===== config.mk =====
export PLATFORM = sky130hd
export DESIGN_NAME = dct_arbiter
export DESIGN_NICKNAME = d
export VERILOG_FILES = /design/src/rtl/dct_arbiter.sv
export SDC_FILE = /design/constraint.sdc
export NUM_CORES = 1
export LEC_CHECK = 0
export BUFFER_PORTS_ARGS = -buffer_cell sky130_fd_sc_hd__buf_2
export CORE_AREA = 2 2 507 509
export DETAILED_ROUTE_END_ITERATION = 16
export DIE_AREA = 0 0 509 511
export PLACE_DENSITY = 0.3
export SYNTH_ARGS = -nofsm -noshare
export SYNTH_HDL_FRONTEND = slang
export SYNTH_SLANG_ARGS = --single-unit

===== constraint.sdc =====
create_clock -name clk -period 6.48 [get_ports clk]
set_input_delay 0.972 -clock clk [delete_from_list [all_inputs] [get_ports clk]]
set_output_delay 0.972 -clock clk [all_outputs]
set_load 0.005 [all_outputs]

===== src/rtl/dct_arbiter.sv =====
// dct_arbiter
//   Round-robin arbiter sharing one 1-D DCT core among n_req requesters.
//   Winning requester vectors go to the core through a registered issue stage.
//   Each issued vector's requester index is queued in a tag FIFO. Core results
//   are routed back to requesters in issue order.
// Ports:
//   clk, rstn      clock, asynchronous active-low reset
//   req_i_*        per-requester request vectors/valids, req_o_ready grant
//   rsp_o_*        result data (broadcast) and per-requester result valid,
//                  rsp_i_ready per-requester result ready
//   dct_o_*        issue stage towards core input, dct_i_ready from core
//   dct_i_*        core result stream, dct_o_ready back to core
//   err            sticky: a core result arrived with no outstanding tag
//   inflight       tag FIFO occupancy
module dct_arbiter #(
    parameter int unsigned data_width = 256,
    parameter int unsigned n_req      = 2,
    parameter int unsigned tag_depth  = 4,
    localparam int unsigned tag_w     = (n_req > 1) ? $clog2(n_req) : 1,
    localparam int unsigned cnt_w     = $clog2(tag_depth + 1)
) (
    input  logic                        clk,
    input  logic                        rstn,
    input  logic [n_req*data_width-1:0] req_i_data,
    input  logic [n_req-1:0]            req_i_valid,
    output logic [n_req-1:0]            req_o_ready,
    output logic [data_width-1:0]       rsp_o_data,
    output logic [n_req-1:0]            rsp_o_valid,
    input  logic [n_req-1:0]            rsp_i_ready,
    output logic [data_width-1:0]       dct_o_data,
    output logic                        dct_o_valid,
    input  logic                        dct_i_ready,
    input  logic [data_width-1:0]       dct_i_data,
    input  logic                        dct_i_valid,
    output logic                        dct_o_ready,
    output logic                        err,
    output logic [cnt_w-1:0]            inflight
);

    localparam int unsigned ptr_w = (tag_depth > 1) ? $clog2(tag_depth) : 1;

    logic                  dct_o_valid_q, dct_o_valid_d;
    logic [data_width-1:0] dct_o_data_q, dct_o_data_d;
    logic [tag_w-1:0]      rr_ptr_q, rr_ptr_d;
    logic                  err_q, err_d;
    logic [cnt_w-1:0]      cnt_q, cnt_d;
    logic [ptr_w-1:0]      wr_ptr_q, wr_ptr_d;
    logic [ptr_w-1:0]      rd_ptr_q, rd_ptr_d;
    logic [tag_w-1:0]      tag_mem_q [tag_depth];
    logic [tag_w-1:0]      tag_mem_d [tag_depth];

    logic                  can_issue;
    logic                  found;
    logic [tag_w-1:0]      win;
    logic [tag_w-1:0]      sel;
    int unsigned           idx;
    logic                  push, pop, empty;
    logic [tag_w-1:0]      head;

    // Round-robin search starting at rr_ptr
    always_comb begin
        found = 1'b0;
        win   = '0;
        idx   = 0;
        sel   = '0;
        for (int unsigned i = 0; i < n_req; i++) begin
            idx = (int'(rr_ptr_q) + i) % n_req;
            sel = tag_w'(idx);
            if (!found && req_i_valid[sel]) begin
                found = 1'b1;
                win   = sel;
            end
        end
    end

    // A full FIFO blocks issue even when a pop happens in the same cycle
    assign can_issue = (!dct_o_valid_q || dct_i_ready) && (cnt_q < cnt_w'(tag_depth));
    assign push      = can_issue && found;

    always_comb begin
        req_o_ready = '0;
        if (push) req_o_ready[win] = 1'b1;
    end

    // Response routing from FIFO head; an empty FIFO drains stray results
    assign empty = (cnt_q == '0);
    assign head  = tag_mem_q[rd_ptr_q];

    always_comb begin
        rsp_o_valid = '0;
        dct_o_ready = 1'b1;
        if (!empty) begin
            rsp_o_valid[head] = dct_i_valid;
            dct_o_ready       = rsp_i_ready[head];
        end
    end

    assign pop        = !empty && dct_i_valid && dct_o_ready;
    assign rsp_o_data = dct_i_data;

    always_comb begin
        dct_o_valid_d = dct_o_valid_q;
        dct_o_data_d  = dct_o_data_q;
        rr_ptr_d      = rr_ptr_q;
        err_d         = err_q | (empty && dct_i_valid);
        cnt_d         = cnt_q + cnt_w'(push) - cnt_w'(pop);
        wr_ptr_d      = wr_ptr_q;
        rd_ptr_d      = rd_ptr_q;
        tag_mem_d     = tag_mem_q;
        if (push) begin
            dct_o_valid_d       = 1'b1;
            dct_o_data_d        = req_i_data[int'(win)*data_width +: data_width];
            rr_ptr_d            = (win == tag_w'(n_req - 1)) ? '0 : win + 1'b1;
            tag_mem_d[wr_ptr_q] = win;
            wr_ptr_d            = (wr_ptr_q == ptr_w'(tag_depth - 1)) ? '0 : wr_ptr_q + 1'b1;
        end else if (dct_o_valid_q && dct_i_ready) begin
            dct_o_valid_d = 1'b0;
        end
        if (pop) begin
            rd_ptr_d = (rd_ptr_q == ptr_w'(tag_depth - 1)) ? '0 : rd_ptr_q + 1'b1;
        end
    end

    always_ff @(posedge clk or negedge rstn) begin
        if (!rstn) begin
            dct_o_valid_q <= 1'b0;
            dct_o_data_q  <= '0;
            rr_ptr_q      <= '0;
            err_q         <= 1'b0;
            cnt_q         <= '0;
            wr_ptr_q      <= '0;
            rd_ptr_q      <= '0;
            for (int unsigned i = 0; i < tag_depth; i++) tag_mem_q[i] <= '0;
        end else begin
            dct_o_valid_q <= dct_o_valid_d;
            dct_o_data_q  <= dct_o_data_d;
            rr_ptr_q      <= rr_ptr_d;
            err_q         <= err_d;
            cnt_q         <= cnt_d;
            wr_ptr_q      <= wr_ptr_d;
            rd_ptr_q      <= rd_ptr_d;
            tag_mem_q     <= tag_mem_d;
        end
    end

    assign dct_o_valid = dct_o_valid_q;
    assign dct_o_data  = dct_o_data_q;
    assign err         = err_q;
    assign inflight    = cnt_q;

endmodule


# After elaboration in Yosys (flattened, before gate mapping)
# Cells that the tools add are included.
[word_totals]
reg_bits = 270
latch_bits = 0
ram_bits = 0
romBits = 0
input_bits = 776
out_inout_bits = 522
elab_cells = 78
mem_count = 0
[classes]
add_sub_neg = 6
multipliers = 0
n_div = 0
magnitude_cmp = 10
eq_ne = 2
shift = 1
n_mux = 28
bitwise = 4
n_reduce_logical = 16
[ops]
columns = ["cell", "count"]
rows = [
  ["$shiftx A512 B10 Y256", 1],
  ["$mux W1", 19],
  ["$logic_and A1 B1 Y1", 10],
  ["$lt A1 B2 Y1 const B", 4],
  ["$mux W2", 4],
  ["$ge A3 B3 Y1 const B", 2],
  ["$not A2 Y3", 2],
  ["$add A2 B1 Y2 const B", 2],
  ["$bwmux W4", 1],
  ["$eq A2 B2 Y1 const B", 2],
  ["$add A3 B1 Y3", 1],
  ["$logic_not A1 Y1", 3],
  ["$logic_not A3 Y1", 1],
  ["$lt A3 B1 Y1 const B", 1],
  ["$lt A3 B3 Y1 const B", 1],
  ["$sub A3 B1 Y3", 1],
  ["$add A1 B1 Y1 const B", 2],
  ["$and A2 B2 Y2", 1],
  ["$bmux W1 S2", 1],
  ["$demux W1 S1", 2],
  ["$demux W1 S2", 1],
  ["$ge A1 B1 Y1 const B", 2],
  ["$reduce_bool A2 Y1", 1],
  ["$logic_or A1 B1 Y1", 1],
  ["$or A1 B1 Y1", 1],
]

# Longest topological paths before layout
# Gate-level depths: netlist (run 1).
[logic_depth]
depth_word = 11
mapped_depth = 10
mapped_depth_nobuf = 9

# Worst setup path after synthesis (run 1)
# Ideal clock, no wire load.
[synth_path]
path_kind = "input to output"
from = "in dct_i_ready"
to = "out req_o_ready[1]"
arrival_ns = 1.857
t_required_ns = 5.508
setup_slack_ns = 3.651
stages = 6
n_path_buf = 3
path_cell_list = "nand2b_1 -> buf_2 -> o2111ai_1 -> buf_2 -> buf_2 -> inv_1"
[synth_between]
elab_chain_cells = 4
[synth_lines]
columns = ["item", "line", "rtl"]
rows = [
  ["from (decl)", "32", "input logic dct_i_ready,"],
  ["$logic_or A1 B1 Y1", "77", "assign can_issue = (!dct_o_valid_q || dct_i_ready) && (cnt_q < cnt_w'(tag_depth));"],
  ["$logic_and A1 B1 Y1", "77", ""],
  ["$logic_and A1 B1 Y1", "78", "assign push = can_issue && found;"],
  ["$mux W2", "82", "if (push) req_o_ready[win] = 1'b1;"],
  ["to (decl)", "26", "output logic [n_req-1:0] req_o_ready,"],
]
# Every way passes these cells.

# Final worst setup path (run 1)
[layout_path]
from = "reg cnt_q[2], in the netlist inflight[2]"
to = "out req_o_ready[1]"
[layout_between]
elab_chain_cells = 4
[layout_lines]
columns = ["item", "line", "rtl"]
rows = [
  ["from (decl)", "46", "logic [cnt_w-1:0] cnt_q, cnt_d;"],
  ["from (signal assigned)", "139", "cnt_q <= cnt_d;"],
  ["$lt A3 B3 Y1", "77", ""],
  ["$logic_and A1 B1 Y1", "77", ""],
  ["$logic_and A1 B1 Y1", "78", ""],
  ["$mux W2", "82", ""],
]
# Every way passes these cells.

==> summary.txt, run 1 <==
Setup path
  • CP delay by family, top: buffers and inverters
  • Worst EP required: 5510 ps
  • Worst-path cell chain: inv_8 -> o2111ai_4 -> inv_1 -> buf_2
  • CP Capture Type: output pin
  • Critical path depth: 4
  • Worst endpoint data arrival time: 2500 ps
  • WS Path Type: flip-flop to output pin
  • CP Launch Type: flip-flop
  • Crit-path max FO: 59
  • Flop2flop setup slack: 3330 ps
  • CP peak stage delay: 590 ps
  • Buffers and inverters on the worst path: 3
  • RR Endpoint: dct_o_data[93]
  • Crit path from: inflight[2]
  • Worst flop-to-flop path startpoint: inflight[2]
  • Worst Reg-to-Reg Cells: 5
  • Worst path slowest cell: dfrtp_1

CTS
  • Cts hold-fix bufs: 0
  • Worst-Skew Late Latency: 640 ps
  • Post-CTS setup buffers: 0
  • Post-cts sizing count: 0
  • CTS buffer count: 40
  • Clk sink count: 270
  • CTS tree: built
  • Worst-path clk slew: 50 ps
  • Clock H-tree levels: 2
  • Root Driver: clkbuf_16
  • CTS Buffer Depth: 3

Worst hold path
  • Worst Hold Class: input port to asynchronous set/reset pin

Finish
  • FF+latch area: 0.00676 mm²
  • Share of cells above drive strength 1: 39.3%
  • Multi-input gate area: 0.00431 mm²
  • Nets: 2980
  • Fillers: 30000
  • Area grow syn2layout: 47.0%
  • Final core occ: 8.92%

Power
  • Power Total: 9.33 mW
  • Pleak: 10.6 nW
  • Worst vdd ir: 0.260 mV
  • Power Density: 410 mW/mm²

Routing
  • Drt wl/cell: 24.6 µm
  • Antenna viol nets, final: 0
  • Detailed Route WL: 139 mm
  • DRC: 0
  • Vias: 15600
  • DRT iter0 DRCs: 888
  • DRT Pass-1 Iters: 4
  • DR vias/cell: 2.78

Synth
  • Syn_nets: 2531
  • Netlist cell types: 32
  • Post-synthesis sequential area ratio: 43.6%
  • Yosys warnings: 0
  • Avg Cell Area, Syn: 8.86 µm²
  • Syn Std Cell Area: 0.0155 mm²
  • Syn Inst Count: 1747
  • Synth Register Bits: 270

Timing
  • Fmax achieved: 0.288 GHz
  • Post-route clock skew: 14.9 ps
  • Final setup fails: 0
  • TNS Setup: 0 ps
  • Period utilisation layout: 53.5%
  • Hold Vio Cnt, Final: 0
  • Fin crit period: 3470 ps
  • Rel. slew slack: 22.9%
  • Worst slew pin tran: 1160 ps
  • Unrepaired setup endpoints after global routing: false
  • Final Slew Violations: 0

Place
  • Final Wtd Congestion: 0.773
  • I/O Buffers: 785
  • DP HPWL: 115 mm

Global routing
  • Total GRT Usage: 10.2%
  • GR Layer Usage met3: 7.73%
  • GRT met2 Usage: 16.0%
  • Grt ovf: 0
  • First-pass GRT wire length: 174 mm
  • Vias in the first global route: 16000
  • Largest net degree at the start of global routing: 127
  • Gr busiest metal: met2
  • Initial antenna violation count: 110
  • Met1 Use GR: 9.64%

Flow run
  • Max-cap viol count: 0

Floorplanning
  • Number of I/O pins: 1298
  • Die width: 509 µm
  • Starting Density: 6.07%
  • Die H: 511 µm
  • FP Rows: 186
  • Core Box Area: 0.255 mm²
  • Die area: 0.260 mm²

Outcome
  • Outcome: complete, no violations
[flip-flops by register name, indices dropped and copies added (netlist names)]
signal,count
dct_o_data,256
tag_mem_q,4
inflight,3
rd_ptr_q,2
wr_ptr_q,2
dct_o_valid,1
err,1
rr_ptr_q,1
[synth_stat cells]
library cell,number,share of area (%)
nand2b_1,1,0.040
o21bai_1,1,0.048
fa_1,1,0.13
o2111ai_1,1,0.057
nand4_1,256,10
a21boi_1,1,0.048
o311ai_0,2,0.11
nor2b_1,1,0.040
buf_1,14,0.34
dfrtp_1,270,44
mux2_1,4,0.29
and3_2,1,0.048
nor4b_1,4,0.23
buf_4,256,12
clkbuf_1,94,2.3
a21o_1,1,0.048
or3_1,1,0.040
inv_2,2,0.048
mux2_2,4,0.29
xnor2_1,2,0.11
ha_1,7,0.57
mux2i_2,1,0.089
o21a_1,1,0.048
inv_1,520,13
buf_2,34,1.1
and3_1,1,0.040
nor2_1,4,0.097
mux4_2,1,0.15
o221ai_1,256,14
nor3_4,1,0.11
mux2i_1,1,0.065
nand2_1,3,0.073
[worst max path at each step]
| stage | slack, ps | end |
|---|---|---|
| after CTS | 2760 | req_o_ready[1] |
| final | 3010 | req_o_ready[1] |
| after global placement | 2960 | req_o_ready[0] |
| after detailed placement | 2960 | req_o_ready[0] |
| after global routing | 2730 | req_o_ready[1] |
| after floorplan | 3650 | req_o_ready[1] |
[metrics by stage]
| stage | area (µm²) | std cells | hold WS, ps | setup WS (ps) |
|---|---|---|---|---|
| CTS | 22700 | 5602 | 251 | 2760 |
| detailed placement | 21500 | 5538 | 470 | 2960 |
| global route | 22700 | 5610 | 295 | 2730 |
| floorplan | 15500 | 1747 | 468 | 3650 |
| finish | 22800 | 5624 | 303 | 3010 |
| global placement | 21500 | 5538 | 470 | 2960 |
[cells by family (layout without fill, tap and decap cells)]
| kind of cell | count (synthesis) | count (layout) | synth area share [%] |
|---|---|---|---|
| fa+ha+maj | 8 | 8 | 0.695 |
| simple gates | 273 | 273 | 11.1 |
| compound gates | 263 | 263 | 14.8 |
| other cells | 0 | 22 | 0 |
| xor+xnor | 2 | 2 | 0.113 |
| flops | 270 | 270 | 43.6 |
| buf+inv | 920 | 1391 | 28.8 |
| mux | 11 | 11 | 0.881 |
[cell type report]
cell class                 instances  area share, %
antenna                           22          0.242
clock buffer                      56           4.88
clock inverter                     8          0.528
inverter                         522           8.64
multi-input combinational        557           18.9
sequential                       270           29.7
tap                             3384           18.6
timing repair buffer             805           18.5
[report_power, final]
group          internal (mW)  switching [mW]  leakage (nW)
clock                   1.27           0.967         0.603
sequential              2.51           0.503          3.34
combinational           1.54            2.54          6.70
[layer usage]
layer  vias up  part of all wire, %
met4        96                  5.8
li1       6650                    -
met3       404                   17
met5         -                 0.45
met2      1114                   44
met1      7373                   32
[cells in the final DEF, fill, tap and decap left out, drive strengths merged, types with 3 or more instances in the layout]
| cell type | Yosys | final |
|---|---|---|
| buf | 304 | 805 |
| inv | 522 | 524 |
| dfrtp | 270 | 270 |
| nand4 | 256 | 256 |
| o221ai | 256 | 256 |
| clkbuf | 94 | 56 |
| diode | 0 | 22 |
| mux2 | 8 | 8 |
| ha | 7 | 7 |
| nor4b | 4 | 4 |
| nor2 | 4 | 4 |
| clkinv | 0 | 4 |
| nand2 | 3 | 3 |
No activity file was read; power rests on OpenSTA's default activity.
==> run 2, diff against run 1 <==
- CORE_AREA: 2 2 507 509 -> 2 2 502 504
- DIE_AREA: 0 0 509 511 -> 0 0 504 506
- clock period: 6.48 -> 3.6 ns (I/O delays scaled with it)
==> run 2 against run 1 <==
  * Power rose by 85%
  * Global-route usage rose by 0.46 points
  * Highest routed layer unchanged
  * Routed wire length rose by 2.4%
  * Sequential share of layout area fell by 0.34 points
==> summary.txt, run 2 (synthesis results as in run 1) <==
Outcome
  • Outcome: complete, no violations

Timing
  • Unrepaired setup endpoints after global routing: false
  • Final Slew Violations: 0 (unchanged)
  • Rel. slew slack: 30.8% (+7.9 points)
  • Post-route clock skew: 23.1 ps (+8.17 ps)
  • Final setup fails: 0 (unchanged)
  • Fmax achieved: 0.360 GHz
  • TNS Setup: 0 ps (unchanged)
  • Period utilisation layout: 77.1%
  • Hold Vio Cnt, Final: 0 (unchanged)
  • Worst slew pin tran: 1040 ps (-119 ps)
  • Fin crit period: 2770 ps
  • Min Hold Slack: 139 ps (-165 ps)

CTS
  • CTS buffer count: 42 (+5.0%)
  • Worst-path clk slew: 60 ps (about the same)
  • Cts hold-fix bufs: 1 (+1)
  • Worst-Skew Late Latency: 640 ps (about the same)
  • Post-CTS setup buffers: 0 (unchanged)
  • CTS tree: built
  • Clk sink count: 270 (unchanged)
  • Post-cts sizing count: 0 (unchanged)
  • CTS Buffer Depth: 3 (unchanged)
  • Clock H-tree levels: 2 (unchanged)
  • Root Driver: clkbuf_16

Worst hold path
  • Worst Hold Class: input port to flip-flop

Setup path
  • CP Launch Type: flip-flop
  • Worst endpoint data arrival time: 2230 ps (-270 ps)
  • Crit-path max FO: 31 (-47%)
  • Worst path slowest cell: dfrtp_1
  • WS Path Type: flip-flop to output pin
  • CP peak stage delay: 570 ps (-20 ps)
  • Worst-path cell chain: inv_8 -> o2111ai_4 -> inv_1 -> buf_2
  • CP Capture Type: output pin
  • Worst EP required: 3060 ps (-2450 ps)

Finish
  • Most frequent cells in the layout: buf_2 (784), inv_1 (520), dfrtp_1 (270)
  • Fillers: 29500 (-1.9%)
  • Nets: 3001 (+0.70%)
  • Share of cells above drive strength 1: 39.9% (+0.64 points)
  • Largest register FFs: 256 (unchanged)
  • Area grow syn2layout: 48.7%
  • Commonest non-fill, non-tap cell in the layout: buf_2

Routing
  • Antenna viol nets, final: 0 (unchanged)
  • Detailed Route WL: 142 mm (+2.4%)
  • Routed wl met2: 64.2 mm (+4.7%)
  • Vias: 15700 (+0.19%)
  • Max layer used: met5
  • DR WL met3: 25.2 mm (+5.6%)
  • Metal-1 WL: 44.2 mm (-1.2%)
  • DR vias/cell: 2.79 (+0.17%)
  • DRT iter0 DRCs: 860 (-3.2%)
  • Drt wl/cell: 25.2 µm (+2.4%)
  • DRC: 0 (unchanged)
  • DRT Pass-1 Iters: 5 (+1)

Power
  • Worst vdd ir: 0.345 mV (+32%)
  • Pleak: 10.8 nW (+1.5%)
  • Power Density: 747 mW/mm² (+82%)

Floorplanning
  • Die area: 0.255 mm² (-2.0%)
  • Starting Density: 6.19% (+0.13 points)
  • Core Box Area: 0.250 mm² (-2.1%)
  • FP Rows: 184 (-1.1%)
  • Number of I/O pins: 1298 (unchanged)
  • Die width: 504 µm (-0.98%)
  • Die H: 506 µm (-0.98%)

Global routing
  • Largest net degree at the start of global routing: 105 (-17%)
  • Total GRT Usage: 10.7% (+0.46 points)
  • First-pass GRT wire length: 179 mm (+2.8%)
  • Grt ovf: 0 (unchanged)
  • Vias in the first global route: 16100 (+0.93%)
  • Initial antenna violation count: 103 (-6.4%)

Place
  • DP HPWL: 119 mm (+3.3%)
  • I/O Buffers: 785 (unchanged)
  • Final Wtd Congestion: 0.825 (+6.8%)

Flow run
  • Max-cap viol count: 0 (unchanged)
-- run 2: cell types whose count changed in the layout (fill, tap and decap cells not counted), sizes merged --
cell         delta
diode           +5
clkinv          +7
bufinv          -1
dlygate4sd3     +1
buf            +18
clkbuf          +8
inv             -1
-- run 2: worst max-delay path: cells and delay by family (launching register included) --
kind	cells	cell delay, ps
flip-flops	1	570
AO/OA/AOI/OAI	1	250
buffers and inverters	3	780
-- run 2: report_power, final --
| group | internal, mW | total [mW] | switching, mW |
|---|---|---|---|
| logic | 2.88 | 7.59 | 4.72 |
| registers | 4.52 | 5.41 | 0.886 |
| clock network | 2.39 | 4.21 | 1.81 |
-- run 2: area by class of cell --
class	instances	area (µm²)	share of cell area [%]
inverters	522	1970	8.54
well taps	3348	4190	18.2
multi-input cells	557	4310	18.7
flip-flops and latches	270	6760	29.3
clock inverters	13	105	0.456
diodes	27	67.6	0.293
clock buffers	64	1210	5.28
repair buffers	824	4420	19.2
-- run 2: per-stage QoR --
step,utilization (%),cells,power [mW],setup WS [ps],area [µm²]
floorplan,-,1747,9.10,1210,15500
global placement,8.65,5520,13.2,991,21600
detailed placement,8.65,5520,13.3,1000,21600
CTS,9.18,5598,17.7,598,23000
global route,9.19,5608,18.4,549,23000
finish,9.21,5625,17.2,826,23000
-- run 2: worst paths after layout --
check / start / end / slack, ps / cells after the start
min in group asynchronous: rstn / dct_o_data[148] / 560 / 2
worst min register to register: err / err / 480 / 1
worst min-delay path: req_i_data[20] / dct_o_data[20] / 140 / 3
worst max register to register: inflight[2] / inflight[2] / 1000 / 8
max in group asynchronous: rstn / dct_o_data[14] / 2040 / 3
worst max-delay path: inflight[2] / req_o_ready[1] / 830 / 4
-- run 2: metal layers --
layer / GRT usage [%] / vias to the layer above
met5: 0.426 / -
met4: 5.18 / 68
met3: 8.21 / 351
met2: 17.1 / 1180
met1: 9.84 / 7352
li1: - / 6716
